<file path="src/rtl/alu_pkg.sv">
// rtl/alu_pkg.sv - op and FSM state encodings shared by the sequential ALU
package alu_pkg;

  localparam logic [1:0] OP_ADD = 2'b00;
  localparam logic [1:0] OP_SUB = 2'b01;
  localparam logic [1:0] OP_AND = 2'b10;
  localparam logic [1:0] OP_MUL = 2'b11;

  typedef enum logic {
    S_IDLE = 1'b0,
    S_MUL  = 1'b1
  } state_e;

endpackage

</file>
<file path="src/rtl/shift_add_mul.sv">
// rtl/shift_add_mul.sv - iterative shift-add unsigned multiplier datapath
module shift_add_mul #(
  parameter int WIDTH = 4
) (
  input  logic               clk,
  input  logic               rst,
  input  logic               load_i,
  input  logic               step_i,
  input  logic [WIDTH-1:0]   a_i,
  input  logic [WIDTH-1:0]   b_i,
  output logic [2*WIDTH-1:0] product_o,
  output logic               last_o
);

  localparam int RW = 2 * WIDTH;
  localparam int CW = $clog2(WIDTH);

  logic [RW-1:0]    mcand_q, mcand_d;
  logic [RW-1:0]    acc_q, acc_d;
  logic [WIDTH-1:0] mplier_q, mplier_d;
  logic [CW-1:0]    cnt_q, cnt_d;
  logic [RW-1:0]    acc_sum;

  // The accumulator value after this iteration; on the last step it is the product.
  assign acc_sum   = acc_q + (mplier_q[0] ? mcand_q : '0);
  assign product_o = acc_sum;
  assign last_o    = (cnt_q == CW'(WIDTH - 1));

  // Load operands on accept, then shift multiplicand left / multiplier right per step.
  always_comb begin
    mcand_d  = mcand_q;
    mplier_d = mplier_q;
    acc_d    = acc_q;
    cnt_d    = cnt_q;
    if (load_i) begin
      mcand_d  = {{WIDTH{1'b0}}, a_i};
      mplier_d = b_i;
      acc_d    = '0;
      cnt_d    = '0;
    end else if (step_i) begin
      mcand_d  = mcand_q << 1;
      mplier_d = mplier_q >> 1;
      acc_d    = acc_sum;
      cnt_d    = cnt_q + CW'(1);
    end
  end

  // Datapath registers; cleared on reset so an aborted multiply leaves no residue.
  always_ff @(posedge clk) begin
    if (rst) begin
      mcand_q  <= '0;
      mplier_q <= '0;
      acc_q    <= '0;
      cnt_q    <= '0;
    end else begin
      mcand_q  <= mcand_d;
      mplier_q <= mplier_d;
      acc_q    <= acc_d;
      cnt_q    <= cnt_d;
    end
  end

endmodule

</file>
<file path="src/rtl/seq_alu.sv">
// rtl/seq_alu.sv - clocked ALU with start/busy/done handshake and iterative multiply
module seq_alu
  import alu_pkg::*;
#(
  parameter int WIDTH = 4
) (
  input  logic               clk,
  input  logic               rst,
  input  logic               start,
  input  logic [WIDTH-1:0]   A,
  input  logic [WIDTH-1:0]   B,
  input  logic [1:0]         sel,
  output logic [2*WIDTH-1:0] Y,
  output logic               zero,
  output logic               done,
  output logic               busy
);

  localparam int RW = 2 * WIDTH;

  state_e        state_q, state_d;
  logic [RW-1:0] y_q, y_d;
  logic          zero_q, zero_d;
  logic          done_q, done_d;

  logic [RW-1:0] a_ext, b_ext;
  logic [RW-1:0] single_res;
  logic [RW-1:0] mul_product;
  logic          mul_last;
  logic          accept;
  logic          mul_load;
  logic          mul_step;

  assign a_ext    = {{WIDTH{1'b0}}, A};
  assign b_ext    = {{WIDTH{1'b0}}, B};
  // Starts are only seen in IDLE, so a request during a multiply is simply dropped.
  assign accept   = start && (state_q == S_IDLE);
  assign mul_load = accept && (sel == OP_MUL);
  assign mul_step = (state_q == S_MUL);

  shift_add_mul #(
    .WIDTH(WIDTH)
  ) u_mul (
    .clk      (clk),
    .rst      (rst),
    .load_i   (mul_load),
    .step_i   (mul_step),
    .a_i      (A),
    .b_i      (B),
    .product_o(mul_product),
    .last_o   (mul_last)
  );

  // Single-cycle ops at full result width; SUB wraps to a sign-extended two's-complement value.
  always_comb begin
    single_res = '0;
    case (sel)
      OP_ADD:  single_res = a_ext + b_ext;
      OP_SUB:  single_res = a_ext - b_ext;
      OP_AND:  single_res = a_ext & b_ext;
      default: single_res = '0;
    endcase
  end

  // FSM next state and result-register updates; done is a one-cycle pulse by default-low.
  always_comb begin
    state_d = state_q;
    y_d     = y_q;
    zero_d  = zero_q;
    done_d  = 1'b0;
    case (state_q)
      S_IDLE: begin
        if (accept) begin
          if (sel == OP_MUL) begin
            state_d = S_MUL;
          end else begin
            y_d    = single_res;
            zero_d = (single_res == '0);
            done_d = 1'b1;
          end
        end
      end
      S_MUL: begin
        if (mul_last) begin
          y_d     = mul_product;
          zero_d  = (mul_product == '0);
          done_d  = 1'b1;
          state_d = S_IDLE;
        end
      end
      default: state_d = S_IDLE;
    endcase
  end

  // State and visible result registers.
  always_ff @(posedge clk) begin
    if (rst) begin
      state_q <= S_IDLE;
      y_q     <= '0;
      zero_q  <= 1'b0;
      done_q  <= 1'b0;
    end else begin
      state_q <= state_d;
      y_q     <= y_d;
      zero_q  <= zero_d;
      done_q  <= done_d;
    end
  end

  assign Y    = y_q;
  assign zero = zero_q;
  assign done = done_q;
  assign busy = (state_q == S_MUL);

endmodule

</file>
<file path="config.mk">
export PLATFORM = sky130hd
export DESIGN_NAME = seq_alu
export DESIGN_NICKNAME = d
export VERILOG_FILES = /design/src/rtl/alu_pkg.sv /design/src/rtl/shift_add_mul.sv /design/src/rtl/seq_alu.sv
export SDC_FILE = /design/constraint.sdc
export NUM_CORES = 1
export LEC_CHECK = 0
export BUFFER_PORTS_ARGS = -buffer_cell sky130_fd_sc_hd__buf_2
export CORE_UTILIZATION = 45
export CTS_CLUSTER_DIAMETER = 40
export CTS_CLUSTER_SIZE = 24
export DETAILED_ROUTE_END_ITERATION = 6
export GPL_TIMING_DRIVEN = 0
export PLACE_DENSITY = 0.67
export SETUP_SLACK_MARGIN = 0.3
export SLEW_MARGIN = 30
export SYNTH_ARGS = -nofsm -noshare
export SYNTH_HDL_FRONTEND = slang
export SYNTH_HIERARCHICAL = 1
export SYNTH_SLANG_ARGS = --single-unit
</file>
<file path="constraint.sdc">
create_clock -name clk -period 3.1 [get_ports clk]
set_clock_uncertainty 0.2 [all_clocks]
set_input_delay 0.465 -clock clk [delete_from_list [all_inputs] [get_ports clk]]
set_output_delay 0.465 -clock clk [all_outputs]
set_load 0.01 [all_outputs]
</file>
== Word-level counts from Yosys, hierarchy flattened ==
Index checks and enable logic that the tools add are counted.

* Register bits after elaboration: 33
* Latch bits: 0
* Bits in writable memories: 0
* Memory bits (read-only): 0
* Output and inout bits: 11
* Memories: 0

* Add/sub/neg operators: 4
* Multiply operators: 0
* Div/mod/pow operators: 0
* Magnitude comparators: 0
* Equal/unequal tests: 7
* Shift operators: 0
* Multiplexer cells: 22
* Bitwise gates (word level): 2
* Reduce and logical (&&, ||, !) cells: 8

{| class="wikitable"
|+ Operator list
! kind !! count
|-
| 2-to-1 mux 8 bit || 4
|-
| one-hot mux 8 bit (3 select lines) || 1
|-
| zero test 8 bit || 2
|-
| 2-to-1 mux 4 bit || 4
|-
| one-hot mux 8 bit (2 select lines) || 1
|-
| 2-to-1 mux 1 bit || 9
|-
| adder 8 bit || 1
|-
| == test 2 bit (second input constant) || 3
|-
| one-hot mux 1 bit (2 select lines) || 3
|-
| adder 4 x 4 -> 5 bit || 1
|-
| subtractor 4 x 4 -> 5 bit || 1
|-
| AND 4 bit || 1
|-
| inequality test 2 bit (second input constant) || 2
|-
| AND reduction 3 bit || 1
|-
| adder 2 x 1 -> 2 bit (second input constant) || 1
|-
| == test 2 x 1 -> 1 bit (second input constant) || 1
|-
| logical AND 1 bit || 2
|-
| zero test 2 bit || 1
|-
| inequality test 2 x 1 -> 1 bit (second input constant) || 1
|-
| nonzero test 2 bit || 1
|-
| OR reduction 2 bit || 1
|-
| inverter 1 bit || 1
|}

== Logic depth before layout (Yosys ltp) ==
* Depth in word-level cells: 6
* Depth in mapped cells: 13
* Mapped depth without buffers: 13

== Hierarchy ==
The synthesis kept the hierarchy.

{| class="wikitable"
|+ Modules (own cells, without submodules)
! module !! instances !! cells an instance !! area an instance (µm²) !! sequential area each (µm²)
|-
| shift_add_mul || 1 || 152 || 1277.5 || 440.4
|-
| seq_alu || 1 || 110 || 909.6 || 220.2
|}

== Worst setup path after synthesis ==
Ideal clock, no wire load.

* Path kind: reg2reg
* Start point: register u_mul.mplier_q[0]
* End point: register zero_q, in the netlist zero
* Setup time: 0.059 ns
* Arrival: 2.354 ns
* Slack: 0.488 ns
* Cell stages (with the launch flop): 14
* Path buffers: 0
* Clock period less this slack: 2.612 ns
* Cell sequence: dfxtp_1 and2_1 ha_1 inv_1 fa_1 nor2b_1 o21ai_1 a21oi_1 nor3_1 xnor2_1 nor4_1 nand4b_1 a21oi_1 a31o_1

* Longest elaborated chain between the ends: 5

{| class="wikitable"
|+ RTL lines
! item !! line !! source
|-
| from (decl) || shift_add_mul.sv:20 || <nowiki>logic [WIDTH-1:0] mplier_q, mplier_d;</nowiki>
|-
| from (signal assigned) || shift_add_mul.sv:57 || <nowiki>mplier_q <= mplier_d;</nowiki>
|-
| 2-to-1 mux 8 bit || shift_add_mul.sv:25 || <nowiki>assign acc_sum = acc_q + (mplier_q[0] ? mcand_q : '0);</nowiki>
|-
| adder 8 bit || shift_add_mul.sv:25 ||
|-
| named net mul_product[6] || seq_alu.sv:28 || <nowiki>logic [RW-1:0] mul_product;</nowiki>
|-
| zero test 8 bit || seq_alu.sv:86 || <nowiki>zero_d = (mul_product == '0);</nowiki>
|-
| 2-to-1 mux 1 bit || seq_alu.sv:84 || <nowiki>if (mul_last) begin</nowiki>
|-
| one-hot mux 1 bit (2 select lines) || seq_alu.sv:71 || <nowiki>case (state_q)</nowiki>
|-
| to (signal assigned) || seq_alu.sv:105 || <nowiki>zero_q <= zero_d;</nowiki>
|-
| to (decl) || seq_alu.sv:23 || <nowiki>logic zero_q, zero_d;</nowiki>
|}

The timed path passes the listed nets, and every way through them passes these cells. The select of a mux whose other input is x is not followed.
A chain may end at the register's enable or synchronous reset.

== Worst setup path after layout ==
Ends and elaborated chain as after synthesis.

==> results.cfg <==
[pwr]
pwr-share-clk = 0.338
switchingPower_mw = 0.259
total_leakage_power_nw = 1.07
p_int_mw = 0.664
ir_worst_vdd_mv = 0.305
switching_share = 0.281
pwr-share-comb = 0.177
power_density_mw_per_mm2 = 371
power.share.sequential = 0.485

[yosys]
syn-mean-instance-area_um2 = 8.35
async_flop_share = 0
synth_edf_count = 0
syn_inst = 262
synth-seq-cells = 33
seq_area_frac_synth = 0.302
ys.flop_type = dfxtp_1
syn_nets = 294
synthesis.area_mm2 = 0.00219
post_synth_num_cell_types = 52
ys_warn_count = 6

[grt]
grt-ovfl-total = 0
grt_max_degree = 11
grt_pass1_vias = 1772
antenna_found_initial = 0
grt_pass1_wl_um = 7950
grt_usage = 0.197

[cts]
ctsHoldBuffers = 0
cts_tree = done
htree_levels = 2
clkLatencyLatePin_ps = 280
ctsLongestPathBuffers = 2
clk_pin_slew_ps = 70
root_buffer = clkbuf_8
cts.sink_count = 33
cts_buffers = 5

[detailed_routing]
wl_met2_um = 2120
wl_met3_um = 130
num_vias = 1844
drc_errors = 0
highest_layer = met4
first_pass_iters = 4
viasPerCell = 5.34
wl_met1_um = 2300
drt_iter0_drc = 86
wl_per_cell_um = 13.3
final_antenna_net_count = 0
wirelength_um = 4600

[floorplan]
die_x_um = 71.7
die_h_um = 71.7
num_rows = 24
initial_core_util = 0.486
pin_count = 24
dieArea_mm2 = 0.00514
core_area_mm2 = 0.00450

[sta]
rsz0062_at_grt = false
fmax_ghz = 0.369
min_period_ps = 2710
timing.final.crit_share = 0.875
tns_ps = 0
hold_viol = 0
slew_headroom = 0.698
worstMarginPinSlew_ps = 444
setup_viol = 0
slew_viol_final = 0

[critical_path]
r2r_end = zero
worstSetupPathType = flop to flop
critPathCapture = zero
critical_path_arrival_ps = 2700
worst_path_largest_cell_delay_ps = 370
worstPathMaxFanout = 6
crit_start = u_mul/mplier_q[0]
worstSetupStartpointType = flop
cp-end-kind = flop
crit_required_ps = 3080
ff2ff_path_depth = 12
crit_top_cell = nand2_1
rrSetupSlack_ps = 390
crit_chain = dlymetal6s2s_1, and2_1, ha_2, nand2_1, o21ai_2, nand2_1, xnor2_2, xnor2_1, nor4_1, nand4b_1, a21oi_1, a31o_1
r2r_start = u_mul/mplier_q[0]
worst_path_max_delay_cell = ha_2

[finish]
final_cells = 345
fin_nets = 324
drive_gt1_frac = 0.171
syn2layout_area_growth_pct = 13.9
diodes = 0

[flow_run]
maxCapViolCount = 0

[placement]
gp_congestion = 0.849
place_hpwl_um = 3560
portBuffers = 21
place_inst = 335

[worst_hold_path]
min_path_cells = 3
hold_class = input pin to flop

[run_status]
status = finished, final reports clean
through the flow:
step / worst slack (ps) / power (mW) / utilization / instance area [um2] / hold slack [ps]
4_1_cts: 306 / 0.934 / 0.546 / 2460 / 245
5_1_grt: 305 / 0.975 / 0.553 / 2490 / 284
3_5_place_dp: 43.3 / 0.621 / 0.523 / 2360 / 243
2_1_floorplan: 488 / 0.572 / - / 2190 / 261
6_report: 387 / 0.924 / 0.553 / 2490 / 248
3_3_place_gp: 76.6 / 0.619 / 0.523 / 2360 / 239
synth_stat cells (5+ instances only):
| master | count | area, um2 |
|---|---|---|
| o21ai_0 | 5 | 25.0 |
| xnor2_1 | 7 | 61.3 |
| mux2i_1 | 17 | 170 |
| nor2_1 | 36 | 135 |
| dfxtp_1 | 33 | 661 |
| clkbuf_1 | 5 | 18.8 |
| nand2_1 | 17 | 63.8 |
| and2_1 | 7 | 43.8 |
| inv_1 | 20 | 75.1 |
| nor3_1 | 7 | 35.0 |
| nor2b_1 | 9 | 56.3 |
| a21oi_1 | 18 | 90.1 |
| ha_1 | 16 | 200 |
critical path: cells and delay by family, from the launching register on:
family                     cells  cell delay (ps)
AOI/OAI and AO/OA              3              470
xor gates and xnor gates       2              450
adders and majority gates      1              370
buffers and inverters          1              180
DFF                            1              360
and+or+nand+nor                5              570
metal layers:
layer  up-vias  track usage
li1        971            -
met1       831        0.266
met2        36        0.321
met3         6       0.0394
met4         0       0.0545
met5         -            0
cell usage in the layout (no fill, tap or decap), types with 3 or more instances in the layout:
cell type	count
clkbuf_1	6
nor2_1	36
and2_1	7
nand2_1	17
buf_6	3
clkbuf_8	5
a221oi_1	4
nor3b_1	3
dfxtp_1	32
o21ai_0	4
ha_1	14
a21oi_1	17
inv_1	20
xnor2_1	6
buf_2	24
a31oi_1	3
mux2i_1	17
nor3_1	7
nor2b_1	9
final cells by class:
type / instances / area [um2]
multi-input cells: 196 / 1400
fillers: 440 / 2010
inverters: 20 / 75.1
flip-flops and latches: 33 / 664
clock buffers: 6 / 72.6
plain buffers: 13 / 80.1
well taps: 52 / 65.1
clock inverters: 2 / 10.0
repair buffers: 23 / 125
registers in the layout, summed over array words and instances (netlist names):
name and cells:
u_mul/mcand_q 8, u_mul/acc_q 8, done 1, u_mul/cnt_q 2
busy 1, zero 1, Y 8, u_mul/mplier_q 4
logic make-up after synthesis:
logic type / after synthesis / synth area share
AO/OA/AOI/OAI: 54 / 0.165
buffers and inverters: 33 / 0.0709
AND/OR/NAND/NOR: 95 / 0.216
multiplexers: 20 / 0.0944
flip-flops: 33 / 0.302
XOR/XNOR: 8 / 0.0320
adder cells (fa/ha/maj): 19 / 0.119
worst min-delay path by stage:
stage | from | end | slack [ps]
after floorplan | u_mul/mcand_q[7] | u_mul/mcand_q[7] | 260
after global placement | Y[2] | Y[2] | 240
after detailed placement | Y[2] | Y[2] | 240
after CTS | B[2] | u_mul/mplier_q[2] | 240
after global routing | A[2] | u_mul/mcand_q[2] | 280
final | B[2] | u_mul/mplier_q[2] | 250
power groups by stage:
stage / registers [mW] / clock network, mW / logic (mW)
after detailed placement: 0.459 / 0 / 0.162
after CTS: 0.448 / 0.323 / 0.163
after global placement: 0.458 / 0 / 0.161
after global routing: 0.450 / 0.339 / 0.187
final: 0.448 / 0.312 / 0.164
after floorplan: 0.462 / 0 / 0.110
what timing repair did:
| item | in CTS | in global routing |
|---|---|---|
| resized for setup | 4 | 6 |
| setup buffers | 1 | 1 |
| pin swaps | 3 | 5 |
| endpoints found under the setup margin | 1 | 1 |
(Power assumes the default switching activity.)
